--- config.mk ---
export PLATFORM = sky130hd
export DESIGN_NAME = i4004_addr_stack_flat
export DESIGN_NICKNAME = d
export VERILOG_FILES = /design/src/rtl/i4004_addr_stack_pkg.sv /design/src/rtl/i4004_addr_stack_if.sv /design/src/rtl/i4004_addr_stack.sv /design/src/flat_wrapper.sv
export SDC_FILE = /design/constraint.sdc
export NUM_CORES = 1
export LEC_CHECK = 0
export ABC_AREA = 1
export BUFFER_PORTS_ARGS = -buffer_cell sky130_fd_sc_hd__buf_2
export CORE_UTILIZATION = 36
export DETAILED_ROUTE_END_ITERATION = 10
export MAX_ROUTING_LAYER = met4
export PLACE_DENSITY = 0.51
export SYNTH_ARGS = -nofsm -noshare
export SYNTH_HDL_FRONTEND = slang
export SYNTH_SLANG_ARGS = --single-unit
--- constraint.sdc ---
create_clock -name clk -period 2.75 [get_ports clk]
set_clock_uncertainty 0.15 [all_clocks]
set_input_delay 0.6875 -clock clk [delete_from_list [all_inputs] [get_ports clk]]
set_output_delay 0.6875 -clock clk [all_outputs]
set_load 0.03 [all_outputs]
--- src/rtl/i4004_addr_stack_pkg.sv ---
// Shared MCS-4 types: address, instruction subcycle and stack command encodings.
package mcs4;

    typedef logic [11:0] addr_t;

    typedef enum logic [2:0] {
        A1 = 3'd0,
        A2 = 3'd1,
        A3 = 3'd2,
        M1 = 3'd3,
        M2 = 3'd4,
        X1 = 3'd5,
        X2 = 3'd6,
        X3 = 3'd7
    } instr_cyc_t;

    typedef enum logic [2:0] {
        NOP     = 3'd0,
        JUMP    = 3'd1,
        CALL    = 3'd2,
        RET     = 3'd3,
        LOAD_LO = 3'd4
    } stk_cmd_t;

    localparam int unsigned STACK_DEPTH = 4;

endpackage

--- src/rtl/i4004_addr_stack_if.sv ---
// Bus between timing/decoder (master) and the address stack (slave).
interface i4004_addr_stack_if #(
    parameter int unsigned DEPTH = mcs4::STACK_DEPTH,
    parameter int unsigned AW    = 12
);
    import mcs4::*;

    instr_cyc_t               icyc;
    logic                     cyc_adv;
    stk_cmd_t                 cmd;
    logic                     cmd_valid;
    logic [AW-1:0]            load_addr;
    logic                     inc_hold;
    logic [3:0]               addr_nibble;
    logic                     addr_valid;
    logic [AW-1:0]            pc;
    logic [$clog2(DEPTH)-1:0] sp;
    logic                     stk_err;

    modport master (
        output icyc, cyc_adv, cmd, cmd_valid, load_addr, inc_hold,
        input  addr_nibble, addr_valid, pc, sp, stk_err
    );

    modport slave (
        input  icyc, cyc_adv, cmd, cmd_valid, load_addr, inc_hold,
        output addr_nibble, addr_valid, pc, sp, stk_err
    );

endinterface

--- src/rtl/i4004_addr_stack.sv ---
// i4004 program counter / subroutine stack.
// Optional macro I4004_STACK_CHK_EN adds a depth counter and sticky stk_err.
module i4004_addr_stack
    import mcs4::*;
#(
    parameter int unsigned DEPTH = STACK_DEPTH,
    parameter int unsigned AW    = 12
) (
    input logic               clk,
    input logic               rst,
    i4004_addr_stack_if.slave bus
);

    localparam int unsigned PW = $clog2(DEPTH);

    logic [AW-1:0] slot [DEPTH];
    logic [PW-1:0] ptr;
    logic [PW-1:0] ptr_up;
    logic [PW-1:0] ptr_dn;
    logic [AW-1:0] pc_q;
    logic          inc_en;
    logic          cmd_en;

    assign pc_q   = slot[ptr];
    assign ptr_up = ptr + PW'(1);
    assign ptr_dn = ptr - PW'(1);
    assign inc_en = bus.cyc_adv && (bus.icyc == A3) && !bus.inc_hold;
    assign cmd_en = bus.cyc_adv && (bus.icyc == X3) && bus.cmd_valid;

    assign bus.pc = pc_q;
    assign bus.sp = ptr;

    // Present the PC nibble for the current A-subcycle to the bus arbiter.
    always_comb begin
        bus.addr_nibble = 4'h0;
        bus.addr_valid  = 1'b0;
        case (bus.icyc)
            A1: begin bus.addr_nibble = pc_q[3:0];  bus.addr_valid = 1'b1; end
            A2: begin bus.addr_nibble = pc_q[7:4];  bus.addr_valid = 1'b1; end
            A3: begin bus.addr_nibble = pc_q[11:8]; bus.addr_valid = 1'b1; end
            default: ;
        endcase
    end

    // Slot file and pointer: A3 increment and X3 command execution.
    always_ff @(posedge clk) begin
        if (rst) begin
            slot <= '{default: '0};
            ptr  <= '0;
        end else if (inc_en) begin
            slot[ptr] <= pc_q + AW'(1);
        end else if (cmd_en) begin
            case (bus.cmd)
                JUMP:    slot[ptr] <= bus.load_addr;
                CALL: begin
                    ptr          <= ptr_up;
                    slot[ptr_up] <= bus.load_addr;
                end
                RET:     ptr <= ptr_dn;
                LOAD_LO: slot[ptr][7:0] <= bus.load_addr[7:0];
                default: ;
            endcase
        end
    end

`ifdef I4004_STACK_CHK_EN
    logic [PW-1:0] depth;
    logic          err;

    // Saturating nesting depth; any CALL past full or RET past empty latches err.
    always_ff @(posedge clk) begin
        if (rst) begin
            depth <= '0;
            err   <= 1'b0;
        end else if (cmd_en) begin
            case (bus.cmd)
                CALL: begin
                    if (depth == PW'(DEPTH - 1)) err <= 1'b1;
                    else                         depth <= depth + PW'(1);
                end
                RET: begin
                    if (depth == '0) err <= 1'b1;
                    else             depth <= depth - PW'(1);
                end
                default: ;
            endcase
        end
    end

    assign bus.stk_err = err;
`else
    assign bus.stk_err = 1'b0;
`endif

endmodule

--- src/flat_wrapper.sv ---
// flat-port wrapper written by rule: the top's interface ports become plain ports
module i4004_addr_stack_flat import mcs4::*;
#(
    parameter int unsigned DEPTH = STACK_DEPTH,
    parameter int unsigned AW    = 12
)
  (clk, rst, bus_icyc, bus_cyc_adv, bus_cmd, bus_cmd_valid, bus_load_addr, bus_inc_hold, bus_addr_nibble, bus_addr_valid, bus_pc, bus_sp, bus_stk_err);
  i4004_addr_stack_if #(.DEPTH(DEPTH), .AW(AW)) bus_i ();
  input logic clk;
  input logic rst;
  input wire logic [$bits(bus_i.icyc)-1:0] bus_icyc;
  input wire logic [$bits(bus_i.cyc_adv)-1:0] bus_cyc_adv;
  input wire logic [$bits(bus_i.cmd)-1:0] bus_cmd;
  input wire logic [$bits(bus_i.cmd_valid)-1:0] bus_cmd_valid;
  input wire logic [$bits(bus_i.load_addr)-1:0] bus_load_addr;
  input wire logic [$bits(bus_i.inc_hold)-1:0] bus_inc_hold;
  output wire logic [$bits(bus_i.addr_nibble)-1:0] bus_addr_nibble;
  output wire logic [$bits(bus_i.addr_valid)-1:0] bus_addr_valid;
  output wire logic [$bits(bus_i.pc)-1:0] bus_pc;
  output wire logic [$bits(bus_i.sp)-1:0] bus_sp;
  output wire logic [$bits(bus_i.stk_err)-1:0] bus_stk_err;
  assign bus_i.icyc = bus_icyc;
  assign bus_i.cyc_adv = bus_cyc_adv;
  assign bus_i.cmd = bus_cmd;
  assign bus_i.cmd_valid = bus_cmd_valid;
  assign bus_i.load_addr = bus_load_addr;
  assign bus_i.inc_hold = bus_inc_hold;
  assign bus_addr_nibble = bus_i.addr_nibble;
  assign bus_addr_valid = bus_i.addr_valid;
  assign bus_pc = bus_i.pc;
  assign bus_sp = bus_i.sp;
  assign bus_stk_err = bus_i.stk_err;
  i4004_addr_stack #(.DEPTH(DEPTH), .AW(AW)) u_core (.clk(clk), .rst(rst), .bus(bus_i));
endmodule
==> impl_metrics.yaml <==
die:
  die_w_um: 117
  fp.coreArea_um2: 12800
  start_util_pct: 37.4
  io_pins: 43
  die_height_um: 117
  rows: 41
  die-area_um2: 13700
routing:
  drt-pass1-iter-count: 5
  ant_nets: 0
  routed_wl_mm: 18.9
  first_iter_violations: 615
  drc: 0
  via_count: 5804
  via_per_inst: 5.56
  routedWlPerCell_um: 18.1
global_routing:
  grt_max_degree: 51
  antenna_found_initial: 0
  grt_pass1_vias: 5138
  grt_pass1_wl_mm: 29.1
  globalRouteOverflowTotal: 0
  grtUsageTotal_pct: 29.5
critical_path:
  crit_slowest_cell: "dfxtp_1"
  crit_top_cell: "nand2_1"
  cp.required_ns: 1.91
  criticalPathCategory: "register to primary output"
  worstPathMaxFanout: 19
  critPathCaptureType: "primary output"
  cp-start-kind: "register"
  cp_data_arrival_time_ns: 1.83
  crit_chain: "inv_2 -> buf_12 -> nand2_1 -> nand3_1 -> nand2_2 -> inv_1 -> nand2_1 -> o211ai_1 -> buf_2"
  crit_family: "buffers and inverters"
  max_stage_delay_ns: 0.34
  critPathBufInv: 4
place:
  place.gp.congestion: 0.932
  placed_cell_area_um2: 5210
  placed_cells_incl_taps: 1035
  io_buffers: 41
  dp_hpwl_mm: 13.1
timing:
  slew_headroom_pct: 55.9
  finalCritPeriodShare_pct: 96.8
  hold_violations: 0
  setup_violations: 0
  worst_pin_slew_ns: 0.660
  layout_min_cycle_time_ns: 2.66
  whs_ns: 0.407
  max_freq_mhz: 376
  slew_violations: 0
  rsz0062_at_grt: "true"
logic_synthesis:
  synth.avg_cell_area_um2: 5.69
  seq_area_frac_synth_pct: 21.0
  netlist_instances: 840
  ys_ff_latch: 50
  synth_top_family_by_area: "simple AND/OR/NAND/NOR gates"
  synth_compound_area_share_pct: 26.7
  synth_fa_ha_area_share_pct: 1.31
  syn_nets: 868
  syn-cell-area_um2: 4780
  synth-simple-area-share_pct: 38.5
  synth_cell_type_count: 36
  synth_mux_area_share_pct: 0
  yosysWarnings: 0
  yosys.area_share.xor_xnor_pct: 0.367
clock_tree:
  cts_tree: "done"
  cts_sinks: 50
  post_cts_buffers: 0
  htree_levels: 2
  cts_made_buffers: 5
  ctsHoldBuffers: 0
  clkSlewWorstSetupHoldPaths_ns: 0.07
  clk_path_buf_depth: 2
  clock-root-buffer: "clkbuf_16"
  worstSkewPairLatency_ns: 0.31
power:
  power_leakage_nw: 2.52
  irDropWorstVdd_mv: 0.199
  p_total_w: 0.00170
  powerDensity_nw_per_um2: 317
outcome:
  outcome: "finished, final reports clean"
finish:
  final_core_util_pct: 42.0
  fin_area_um2: 5360
  drive_above_1_share_pct: 15.6
  stdcell_count: 1043
  nNetsFinal: 898
  diodes: 0
  areaGrowthSynthToFinish_pct: 12.3
worst_hold_path:
  hp-class: "register to register"
run:
  max-cap-violations: 0
power breakdown:
group / total [W] / switching [W] / internal [W]
sequential: 0.000745 / 0.0000111 / 0.000734
clock: 0.000679 / 0.000316 / 0.000363
combinational: 0.000278 / 0.000193 / 0.0000846
total: 0.00170 / 0.000520 / 0.00118
registers in the layout, indices dropped and copies added, names as in the netlist:
signal         cells
u_core.slot       48
u_core.bus.sp      2
cell families after synthesis:
kind of cell    count (synthesis)
compound gates                233
xor+xnor                        2
fa+ha+maj                       5
buf+inv                       133
flops                          50
other cells                     1
simple gates                  416
cells in the final DEF, fill, tap and decap left out, types with 2 or more instances in the layout:
cell,count
a21oi_1,82
a31oi_1,14
buf_12,3
buf_2,39
buf_4,30
clkbuf_16,5
clkinv_1,3
dfxtp_1,50
ha_1,5
inv_1,69
inv_2,11
nand2_1,192
nand2_2,18
nand2_4,5
nand3_1,76
nand3_2,6
nor2_1,109
nor2_4,4
nor3_1,2
o211ai_1,10
o21ai_0,71
o21ai_1,30
o21ai_2,8
o22ai_1,16
through the flow:
| step | TNS [ns] | worst slack [ns] |
|---|---|---|
| CTS | 0 | 0.0837 |
| floorplan | 0 | 0.189 |
| finish | 0 | 0.0873 |
| global placement | 0 | 0.269 |
| detailed placement | 0 | 0.269 |
| global route | -0.0128 | -0.0128 |
per-layer routing:
layer | global-route usage, % | part of all wire, %
met2 | 45.9 | 46
met4 | 10.4 | 2.5
met1 | 39.4 | 45
met5 | - | 0
met3 | 3.24 | 6.9
final cells by class:
type	count	area (um2)
clock buffers	7	143
inverters	84	318
well taps	172	215
repair buffers	72	480
clock inverters	1	5.00
multi-input cells	657	3200
fillers	1398	7410
flip-flops and latches	50	1000
Yosys cell counts (all sizes together):
master,count,area [um2]
ha,5,62.6
clkbuf,22,82.6
clkinv,3,11.3
conb,1,3.75
nand4,1,6.26
a21oi,82,410
o211ai,10,75.1
o32ai,1,8.76
nor2,115,480
buf,27,180
o22ai,16,100
inv,81,307
nand2,215,890
nand3,82,440
xor2,1,8.76
nor3,3,20.0
dfxtp,50,1000
xnor2,1,8.76
o21ai,110,592
a31oi,14,87.6
worst register-to-register path, delay by kind of cell, from the launching register on:
| kind | cells | cell delay, ns |
|---|---|---|
| flip-flops | 1 | 0.34 |
| adder cells (fa/ha/maj) | 1 | 0.20 |
| buffers and inverters | 2 | 0.26 |
| AND/OR/NAND/NOR | 3 | 0.58 |
| AO/OA/AOI/OAI | 4 | 0.79 |
what timing repair did:
item	4_1_cts	5_1_grt
hold endpoints to repair	0	0
gates resized for setup	0	4
setup endpoints to repair	0	2
final timing paths:
check                   start                 end  slack [ns]  cells after the start
max          u_core.bus.sp[0]  bus_addr_nibble[0]        0.09                      9
min           u_core.slot[29]     u_core.slot[29]        0.41                      2
max reg2reg  u_core.bus.sp[1]      u_core.slot[8]        0.36                     10
min reg2reg   u_core.slot[29]     u_core.slot[29]        0.41                      2
(Power assumes the default switching activity.)
